[config.mk]
export PLATFORM = sky130hd
export DESIGN_NAME = tmds_channel_encoder_flat
export DESIGN_NICKNAME = d
export VERILOG_FILES = /design/src/rtl/tmds_channel_encoder_if.sv /design/src/rtl/tmds_channel_encoder.sv /design/src/flat_wrapper.sv
export SDC_FILE = /design/constraint.sdc
export NUM_CORES = 1
export LEC_CHECK = 0
export BUFFER_PORTS_ARGS = -buffer_cell sky130_fd_sc_hd__buf_2
export CORE_ASPECT_RATIO = 0.5
export CORE_UTILIZATION = 60
export DETAILED_ROUTE_END_ITERATION = 8
export GPL_ROUTABILITY_DRIVEN = 0
export HOLD_SLACK_MARGIN = 0.05
export PLACE_DENSITY = 0.86
export SYNTH_ARGS = -nofsm -noshare
export SYNTH_HDL_FRONTEND = slang
export SYNTH_SLANG_ARGS = --single-unit
[constraint.sdc]
create_clock -name clk -period 6.68 [get_ports clk]
set_input_delay 0 -clock clk [delete_from_list [all_inputs] [get_ports clk]]
set_output_delay 0 -clock clk [all_outputs]
set_load 0.02 [all_outputs]
[src/rtl/tmds_channel_encoder_if.sv]
// Parallel-side bundle of one TMDS lane: symbol inputs toward the encoder,
// the registered 10-bit symbol and the running-disparity debug value back.
interface tmds_channel_encoder_if;
    logic [7:0] data_in;
    logic [2:0] mode;
    logic [1:0] ctrl_in;
    logic [3:0] terc4_in;
    logic [9:0] tmds_out;
    logic [4:0] disparity;

    modport master (
        output data_in, mode, ctrl_in, terc4_in,
        input  tmds_out, disparity
    );

    modport slave (
        input  data_in, mode, ctrl_in, terc4_in,
        output tmds_out, disparity
    );
endinterface

[src/rtl/tmds_channel_encoder.sv]
// Single-lane TMDS/HDMI symbol encoder: control, video (8b/10b with DC balance),
// video guard band, TERC4 data island and island guard band, three-stage pipeline.
module tmds_channel_encoder #(
    parameter int CHANNEL = 0
) (
    input logic clk,
    input logic rst,
    tmds_channel_encoder_if.slave bus
);
    typedef enum logic [2:0] {
        MODE_CTRL   = 3'd0,
        MODE_VIDEO  = 3'd1,
        MODE_VGUARD = 3'd2,
        MODE_ISLAND = 3'd3,
        MODE_IGUARD = 3'd4
    } mode_t;

    // Out-of-range lane indices fall back to lane 0 behaviour.
    localparam int LANE = (CHANNEL > 2 || CHANNEL < 0) ? 0 : CHANNEL;
    localparam logic [9:0] GUARD_A = 10'b1011001100;
    localparam logic [9:0] GUARD_B = 10'b0100110011;

    function automatic logic [9:0] terc4_code(input logic [3:0] nib);
        logic [9:0] code;
        case (nib)
            4'h0: code = 10'b1010011100;
            4'h1: code = 10'b1001100011;
            4'h2: code = 10'b1011100100;
            4'h3: code = 10'b1011100010;
            4'h4: code = 10'b0101110001;
            4'h5: code = 10'b0100011110;
            4'h6: code = 10'b0110001110;
            4'h7: code = 10'b0100111100;
            4'h8: code = 10'b1011001100;
            4'h9: code = 10'b0100111001;
            4'hA: code = 10'b0110011100;
            4'hB: code = 10'b1011000110;
            4'hC: code = 10'b1010001110;
            4'hD: code = 10'b1001110001;
            4'hE: code = 10'b0101100011;
            default: code = 10'b1011000011;
        endcase
        return code;
    endfunction

    function automatic logic [9:0] ctrl_code(input logic [1:0] c);
        logic [9:0] code;
        case (c)
            2'b00: code = 10'b1101010100;
            2'b01: code = 10'b0010101011;
            2'b10: code = 10'b0101010100;
            default: code = 10'b1010101011;
        endcase
        return code;
    endfunction

    mode_t mode_in, mode_s1, mode_s2;
    logic [1:0] ctrl_s1, ctrl_s2;
    logic [3:0] terc4_s1, terc4_s2;
    logic [7:0] data_s1;
    logic [3:0] n1_s1;
    logic       decision;
    logic [8:0] qm, qm_s2;
    logic [3:0] n1_s2, n0_s2;
    logic [4:0] diff, cnt_q, cnt_next;
    logic       cnt_zero, cnt_pos, cnt_neg;
    logic [9:0] out_q, out_next;

    always_comb begin
        case (bus.mode)
            3'd1:    mode_in = MODE_VIDEO;
            3'd2:    mode_in = MODE_VGUARD;
            3'd3:    mode_in = MODE_ISLAND;
            3'd4:    mode_in = MODE_IGUARD;
            default: mode_in = MODE_CTRL;
        endcase
    end

    // Side-band pipeline is reset so the lane emits control/00 until real input arrives.
    always_ff @(posedge clk or posedge rst) begin
        if (rst) begin
            mode_s1  <= MODE_CTRL;
            ctrl_s1  <= 2'b00;
            terc4_s1 <= 4'h0;
            mode_s2  <= MODE_CTRL;
            ctrl_s2  <= 2'b00;
            terc4_s2 <= 4'h0;
        end else begin
            mode_s1  <= mode_in;
            ctrl_s1  <= bus.ctrl_in;
            terc4_s1 <= bus.terc4_in;
            mode_s2  <= mode_s1;
            ctrl_s2  <= ctrl_s1;
            terc4_s2 <= terc4_s1;
        end
    end

    always_ff @(posedge clk) begin
        data_s1 <= bus.data_in;
        n1_s1   <= 4'($countones(bus.data_in));
        qm_s2   <= qm;
        n1_s2   <= 4'($countones(qm[7:0]));
        n0_s2   <= 4'd8 - 4'($countones(qm[7:0]));
    end

    // Transition-minimising stage: XOR or XNOR chain picked by the ones count.
    always_comb begin
        logic acc;
        decision = (n1_s1 > 4'd4) || ((n1_s1 == 4'd4) && !data_s1[0]);
        qm       = '0;
        acc      = data_s1[0];
        qm[0]    = acc;
        for (int i = 1; i < 8; i++) begin
            acc   = acc ^ data_s1[i] ^ decision;
            qm[i] = acc;
        end
        qm[8] = ~decision;
    end

    always_comb begin
        diff     = {1'b0, n1_s2} - {1'b0, n0_s2};
        cnt_zero = (cnt_q == 5'd0);
        cnt_neg  = cnt_q[4];
        cnt_pos  = !cnt_q[4] && !cnt_zero;
        out_next = ctrl_code(ctrl_s2);
        cnt_next = 5'd0;
        case (mode_s2)
            MODE_VIDEO: begin
                if (cnt_zero || (n1_s2 == n0_s2)) begin
                    out_next = {~qm_s2[8], qm_s2[8], qm_s2[7:0] ^ {8{~qm_s2[8]}}};
                    cnt_next = qm_s2[8] ? (cnt_q + diff) : (cnt_q - diff);
                end else if ((cnt_pos && (n1_s2 > n0_s2)) || (cnt_neg && (n0_s2 > n1_s2))) begin
                    out_next = {1'b1, qm_s2[8], ~qm_s2[7:0]};
                    cnt_next = cnt_q + {3'b000, qm_s2[8], 1'b0} - diff;
                end else begin
                    out_next = {1'b0, qm_s2[8], qm_s2[7:0]};
                    cnt_next = cnt_q - {3'b000, ~qm_s2[8], 1'b0} + diff;
                end
            end
            MODE_VGUARD: out_next = (LANE == 1) ? GUARD_B : GUARD_A;
            MODE_ISLAND: out_next = terc4_code(terc4_s2);
            MODE_IGUARD: out_next = (LANE == 0) ? terc4_code({2'b11, ctrl_s2}) : GUARD_B;
            default:     out_next = ctrl_code(ctrl_s2);
        endcase
    end

    always_ff @(posedge clk or posedge rst) begin
        if (rst) begin
            out_q <= 10'd0;
            cnt_q <= 5'd0;
        end else begin
            out_q <= out_next;
            cnt_q <= cnt_next;
        end
    end

    assign bus.tmds_out  = out_q;
    assign bus.disparity = cnt_q;
endmodule
[src/flat_wrapper.sv]
// flat-port wrapper written by rule: the top's interface ports become plain ports
module tmds_channel_encoder_flat 
#(
    parameter int CHANNEL = 0
)
  (clk, rst, bus_data_in, bus_mode, bus_ctrl_in, bus_terc4_in, bus_tmds_out, bus_disparity);
  tmds_channel_encoder_if bus_i ();
  input logic clk;
  input logic rst;
  input wire logic [$bits(bus_i.data_in)-1:0] bus_data_in;
  input wire logic [$bits(bus_i.mode)-1:0] bus_mode;
  input wire logic [$bits(bus_i.ctrl_in)-1:0] bus_ctrl_in;
  input wire logic [$bits(bus_i.terc4_in)-1:0] bus_terc4_in;
  output wire logic [$bits(bus_i.tmds_out)-1:0] bus_tmds_out;
  output wire logic [$bits(bus_i.disparity)-1:0] bus_disparity;
  assign bus_i.data_in = bus_data_in;
  assign bus_i.mode = bus_mode;
  assign bus_i.ctrl_in = bus_ctrl_in;
  assign bus_i.terc4_in = bus_terc4_in;
  assign bus_tmds_out = bus_i.tmds_out;
  assign bus_disparity = bus_i.disparity;
  tmds_channel_encoder #(.CHANNEL(CHANNEL)) u_core (.clk(clk), .rst(rst), .bus(bus_i));
endmodule
# --- Word level (Yosys, flattened, before mapping) ---
# Memory sizes are Yosys's and may differ from the RTL's.
# Cells that the tools add are included.
totals:
  elab_cells: 91
  rom_bits: 160
  memories: 1
  reg_bits: 62
  inputBits: 19
classes:
  n_mux: 10
  reduce_logical: 12
  magnitude_cmp: 3
  eq_ne: 12
  addsub: 22
  bitwise: 18
mem_list:
  columns: ["name", "words", "word_bits", "rd", "rd_ports_with_merged_regs", "wr", "line", "text"]
  rows:
  - ["(no name shown)", 16, 10, 1, 0, 0, "tmds_channel_encoder.sv:25", "case (nib)"]
ops:
  columns: ["cell", "n"]
  rows:
  - ["one-hot mux 10 bit (3 select lines)", 2]
  - ["one-hot mux 10 bit (4 select lines)", 1]
  - ["adder 4 bit", 6]
  - ["two-way mux 10 bit", 2]
  - ["two-way mux 5 bit", 4]
  - ["adder 1 x 1 -> 2 bit", 8]
  - ["XOR 1 bit", 14]
  - ["equality test 3 x 2 -> 1 bit (second input constant)", 4]
  - ["one-hot mux 3 bit (4 select lines)", 1]
  - ["adder 5 bit", 2]
  - ["subtractor 5 bit", 2]
  - ["greater-than comparator 4 bit", 2]
  - ["inverter 8 bit", 1]
  - ["XOR 8 bit", 1]
  - ["equality test 3 x 1 -> 1 bit (second input constant)", 2]
  - ["equality test 3 bit (second input constant)", 2]
  - ["adder 5 x 2 -> 5 bit", 1]
  - ["zero test 5 bit", 1]
  - ["subtractor 4 x 4 -> 5 bit", 1]
  - ["subtractor 5 x 2 -> 5 bit", 1]
  - ["equality test 4 x 3 -> 1 bit (second input constant)", 1]
  - ["equality test 4 bit", 1]
  - ["greater-than comparator 4 x 3 -> 1 bit (second input constant)", 1]
  - ["logical AND 1 bit", 4]
  - ["7 further kinds", 12]

# --- Logic depth before layout (Yosys ltp) ---
logic_depth:
  word_depth: 20
  mapped_depth: 15
  ltp_nobuf: 14

# --- Worst setup path before layout ---
# Ideal clock, no wire load.
synth_path:
  path_kind: "flip-flop to flip-flop"
  from: "reg u_core.data_s1[0]"
  to: "reg u_core.n0_s2[3]"
  setup_slack_ps: 3103
  stages_incl_launch_ff: 14
  period_less_slack_ps: 3577
  arrival_ps: 3505
  n_path_buf: 0
  cell_sequence: "dfxtp_1 xor2_1 xnor2_2 xnor2_2 xnor2_1 xor2_1 nand2_1 fa_1 inv_1 fa_1 ha_1 fa_1 nor3_1 xor2_1"
synth_between:
  elab_chain_cells: 20
  elab_cells_between_ends: 25
  classes_between: "add/sub (8); bitwise (14); reduce/logical (3)"
synth_lines:
  columns: ["element", "line", "text"]
  rows:
  - ["start, declared", "tmds_channel_encoder.sv:60", "logic [7:0] data_s1;"]
  - ["start signal, assigned", "tmds_channel_encoder.sv:99", "data_s1 <= bus.data_in;"]
  - ["zero test 1 bit", "tmds_channel_encoder.sv:109", "decision = (n1_s1 > 4'd4) || ((n1_s1 == 4'd4) && !data_s1[0]);"]
  - ["logical AND 1 bit", "tmds_channel_encoder.sv:109", null]
  - ["logical OR 1 bit", "tmds_channel_encoder.sv:109", null]
  - ["XOR 1 bit (10 in series)", "tmds_channel_encoder.sv:114", "acc = acc ^ data_s1[i] ^ decision;"]
  - ["XOR 1 bit (*)", "tmds_channel_encoder.sv:114", null]
  - ["via u_core.qm[6]", "tmds_channel_encoder.sv:63", "logic [8:0] qm, qm_s2;"]
  - ["XOR 1 bit (2 in series)", "tmds_channel_encoder.sv:114", null]
  - ["adder 1 x 1 -> 2 bit (implied by the code) (*)", "tmds_channel_encoder.sv:103", "n0_s2 <= 4'd8 - 4'($countones(qm[7:0]));"]
  - ["adder 4 bit (implied by the code) (*) (2 in series)", "tmds_channel_encoder.sv:103", null]
  - ["subtractor 4 bit (*)", "tmds_channel_encoder.sv:103", null]
  - ["end signal, assigned", "tmds_channel_encoder.sv:103", null]
  - ["end, declared", "tmds_channel_encoder.sv:64", "logic [3:0] n1_s2, n0_s2;"]
# The timed path passes the listed nets; every way through them passes the cells marked *.

# --- Worst setup path in the final report ---
# Ends and elaborated chain as after synthesis.

==> reports/qor.csv <==
metric,value,unit
ys_types,58,
crit_arrival,4.16,ns
setup_viol,0,
avgSynthCellArea,10.2,µm²
cts_setup_buffers,0,
synthFlopType,dfrtp_1,
ys_seq_elements,60,
row_count,19,
hold_violations,0,
cts_root_buf,clkbuf_16,
p_leak,2.06,nW
fp.dieH,57.1,µm
fin_skew,0.00372,ns
dr.pass1.iters,9,
hpwl,5590,µm
cp-start-kind,flop,
slew_headroom,0.615,
place_worst_setup_slack,2.80,ns
postCtsHoldBufs,19,
tns,0,ns
synth-async-reset-ratio,0.550,
grt_overflow,0,
syn2layout_area_growth,18.4,%
die_x,112,µm
htree_num_levels,3,
outcome,"complete, but fails checks",
endpoint_kind,flop,
synth_edf_count,0,
syn_inst,355,
yosys_warnings,0,
fin_nets,481,
fin_cells,486,
crit_type,reg2reg,
max_freq,257,MHz
drive_above_1_share,0.160,
slowest_delay,0.56,ns
fin_crit,3.90,ns
yosysSeqAreaShare,0.376,
synthesis.area,0.00364,mm²
crit_required,6.94,ns
cts_tree,yes,
violations,DRC,
cp_num_buf_inv,1,
ios,34,
syn_nets,428,
tightest_slew,0.578,ns
drt_iter0_drc,219,
place_inst,451,
vias,2740,
final_max_slew_viol_count,0,
cts.clk_slew.worst_paths,0.05,ns
wl_per_cell,15.8,µm
period_share,0.583,
clock_path_buffers,2,
critPathTopFamily,adder cells,
cts_sinks,60,
fp.dieArea,0.00640,mm²
crit_slowest_cell,fa_1,
start_util,0.643,
coreArea,0.00566,mm²
clk_latency,0.33,ns
drv_cap,0,
antenna_left,0,
ctsResizeCount,0,
cts_buffers,9,
rsz0062_at_grt,no,
grt_max_degree,34,
grt_pass1_wl,13000,µm
setup_slack,2.78,ns
wl,7700,µm
grt_pass1_vias,2755,
min_path_type,in2async,
drt-vias-per-instance,5.64,
grt_usage,0.270,
io_buffers,33,
drc_errors,2,
fin_hold_ws,0.291,ns
path_cells,xor2_1 > xnor2_2 > xnor2_2 > xnor2_1 > xor2_1 > nand2_1 > fa_1 > inv_1 > fa_1 > ha_1 > fa_1 > nor3_1 > xor2_1,
diodes,0,
crit_fanout,4,
power,0.00240,W
power_density,557,mW/mm²
ir_worst_vdd,0.000380,V
antenna_found_initial,0,
## routing by layer
| metal | routed length (µm) | global-route usage | vias up |
|---|---|---|---|
| met5 | 0 | 0 | - |
| li1 | - | - | 1323 |
| met1 | 3210 | 0.308 | 1305 |
| met4 | 138 | 0.0914 | 0 |
| met3 | 496 | 0.0850 | 15 |
| met2 | 3850 | 0.492 | 97 |
## placed cells by master (no fill, tap or decap), types with 2 or more instances in the layout
| master | synthesis | layout |
|---|---|---|
| a211o_1 | 2 | 2 |
| a211oi_1 | 11 | 11 |
| a21o_1 | 2 | 2 |
| a21oi_1 | 15 | 15 |
| a22oi_1 | 2 | 2 |
| a31oi_1 | 4 | 4 |
| and3_1 | 5 | 5 |
| buf_2 | 2 | 33 |
| clkbuf_16 | 0 | 9 |
| clkinv_2 | 0 | 4 |
| dfrtp_1 | 33 | 33 |
| dfxtp_1 | 27 | 27 |
| dlygate4sd3_1 | 0 | 19 |
| fa_1 | 12 | 12 |
| ha_1 | 42 | 42 |
| inv_1 | 30 | 30 |
| mux2_2 | 2 | 2 |
| mux2i_1 | 5 | 5 |
| nand2_1 | 16 | 16 |
| nand2b_1 | 7 | 7 |
| nand3_1 | 3 | 3 |
| nand4_1 | 2 | 2 |
| nor2_1 | 24 | 24 |
| nor2b_1 | 8 | 8 |
| nor3_1 | 4 | 4 |
| o211ai_1 | 2 | 2 |
| o21ai_0 | 12 | 12 |
| o21ai_1 | 9 | 9 |
| or2_2 | 3 | 3 |
| or3_1 | 2 | 2 |
| xnor2_1 | 23 | 23 |
| xnor2_2 | 2 | 2 |
| xor2_1 | 10 | 10 |
## worst min-delay path, stage by stage
cell and delay, ns:
dlygate4sd3_1 0.53, buf_2 0.12, inv_1 0.04, buf_4 0.35
## cell families (layout without fill, tap and decap cells)
kind of cell    after synthesis  count (layout)  synth area share
compound gates               75              75             0.140
flops                        60              60             0.376
buf+inv                      41              99            0.0464
fa+ha+maj                    54              54             0.210
mux                           7               7            0.0199
xor+xnor                     35              35            0.0884
simple gates                 83              83             0.119
## final cells by class
cell class / instances / area, µm²
clock buffer: 11 / 243
clock inverter: 5 / 27.5
fill: 368 / 1350
inverter: 30 / 113
multi-input combinational: 254 / 2100
sequential: 60 / 1370
tap: 73 / 91.3
timing repair buffer: 53 / 363
## state kept, by name (all words and copies together), names as in the netlist
signal	flops
u_core.bus.disparity	5
u_core.bus.tmds_out	10
u_core.terc4_s2	4
u_core.mode_s1	3
u_core.ctrl_s1	2
u_core.mode_s2	3
u_core.terc4_s1	4
u_core.n1_s2	3
u_core.ctrl_s2	2
u_core.n1_s1	4
u_core.n0_s2	3
u_core.qm_s2	9
u_core.data_s1	8
## cell usage after synthesis, types with 2 or more instances
cell type	instances	share of area
nand2_1	16	0.017
a211o_1	2	0.0048
a22oi_1	2	0.0041
dfrtp_1	33	0.23
nand3_1	3	0.0041
a21o_1	2	0.0041
buf_4	3	0.0062
nor2_1	24	0.025
fa_1	12	0.066
inv_1	30	0.031
nand2b_1	7	0.012
xor2_1	10	0.024
o21ai_1	9	0.012
xnor2_2	2	0.0089
a21oi_1	15	0.021
o21ai_0	12	0.017
a211oi_1	11	0.023
and3_1	5	0.0086
or2_2	3	0.0052
or3_1	2	0.0034
a31oi_1	4	0.0069
o211ai_1	2	0.0041
mux2_2	2	0.0062
nand4_1	2	0.0034
dfxtp_1	27	0.15
nor2b_1	8	0.014
xnor2_1	23	0.055
mux2i_1	5	0.014
buf_2	2	0.0028
nor3_1	4	0.0055
ha_1	42	0.14
clkbuf_1	5	0.0052
## stage by stage
stage	area [µm²]	utilization
after floorplan	3640	-
after global placement	3850	0.680
after detailed placement	3850	0.680
after CTS	4310	0.761
after global routing	4310	0.761
final	4310	0.761
## where the power goes
group | leakage (nW) | switching (W) | internal [W]
Clock | 0.135 | 0.000155 | 0.000257
Sequential | 0.635 | 0.0000529 | 0.000449
Combinational | 1.29 | 0.000840 | 0.000646
## worst paths after layout
path	startpoint	endpoint	slack, ns	cells after the start
min reg2reg	u_core.ctrl_s1[0]$_DFF_PP0_	u_core.ctrl_s2[0]$_DFF_PP0_	0.34	0
min	rst	u_core.terc4_s1[1]$_DFF_PP0_	0.29	4
max	u_core.data_s1[0]$_DFF_P_	u_core.n0_s2[3]$_DFF_P_	2.78	13
min in group clk	bus_ctrl_in[1]	u_core.ctrl_s1[1]$_DFF_PP0_	0.32	2
max in group asynchronous	rst	u_core.bus.tmds_out[3]$_DFF_PP0_	6.11	4
max reg2reg	u_core.data_s1[0]$_DFF_P_	u_core.n0_s2[3]$_DFF_P_	2.78	13
No activity file was read; power rests on OpenSTA's default activity.
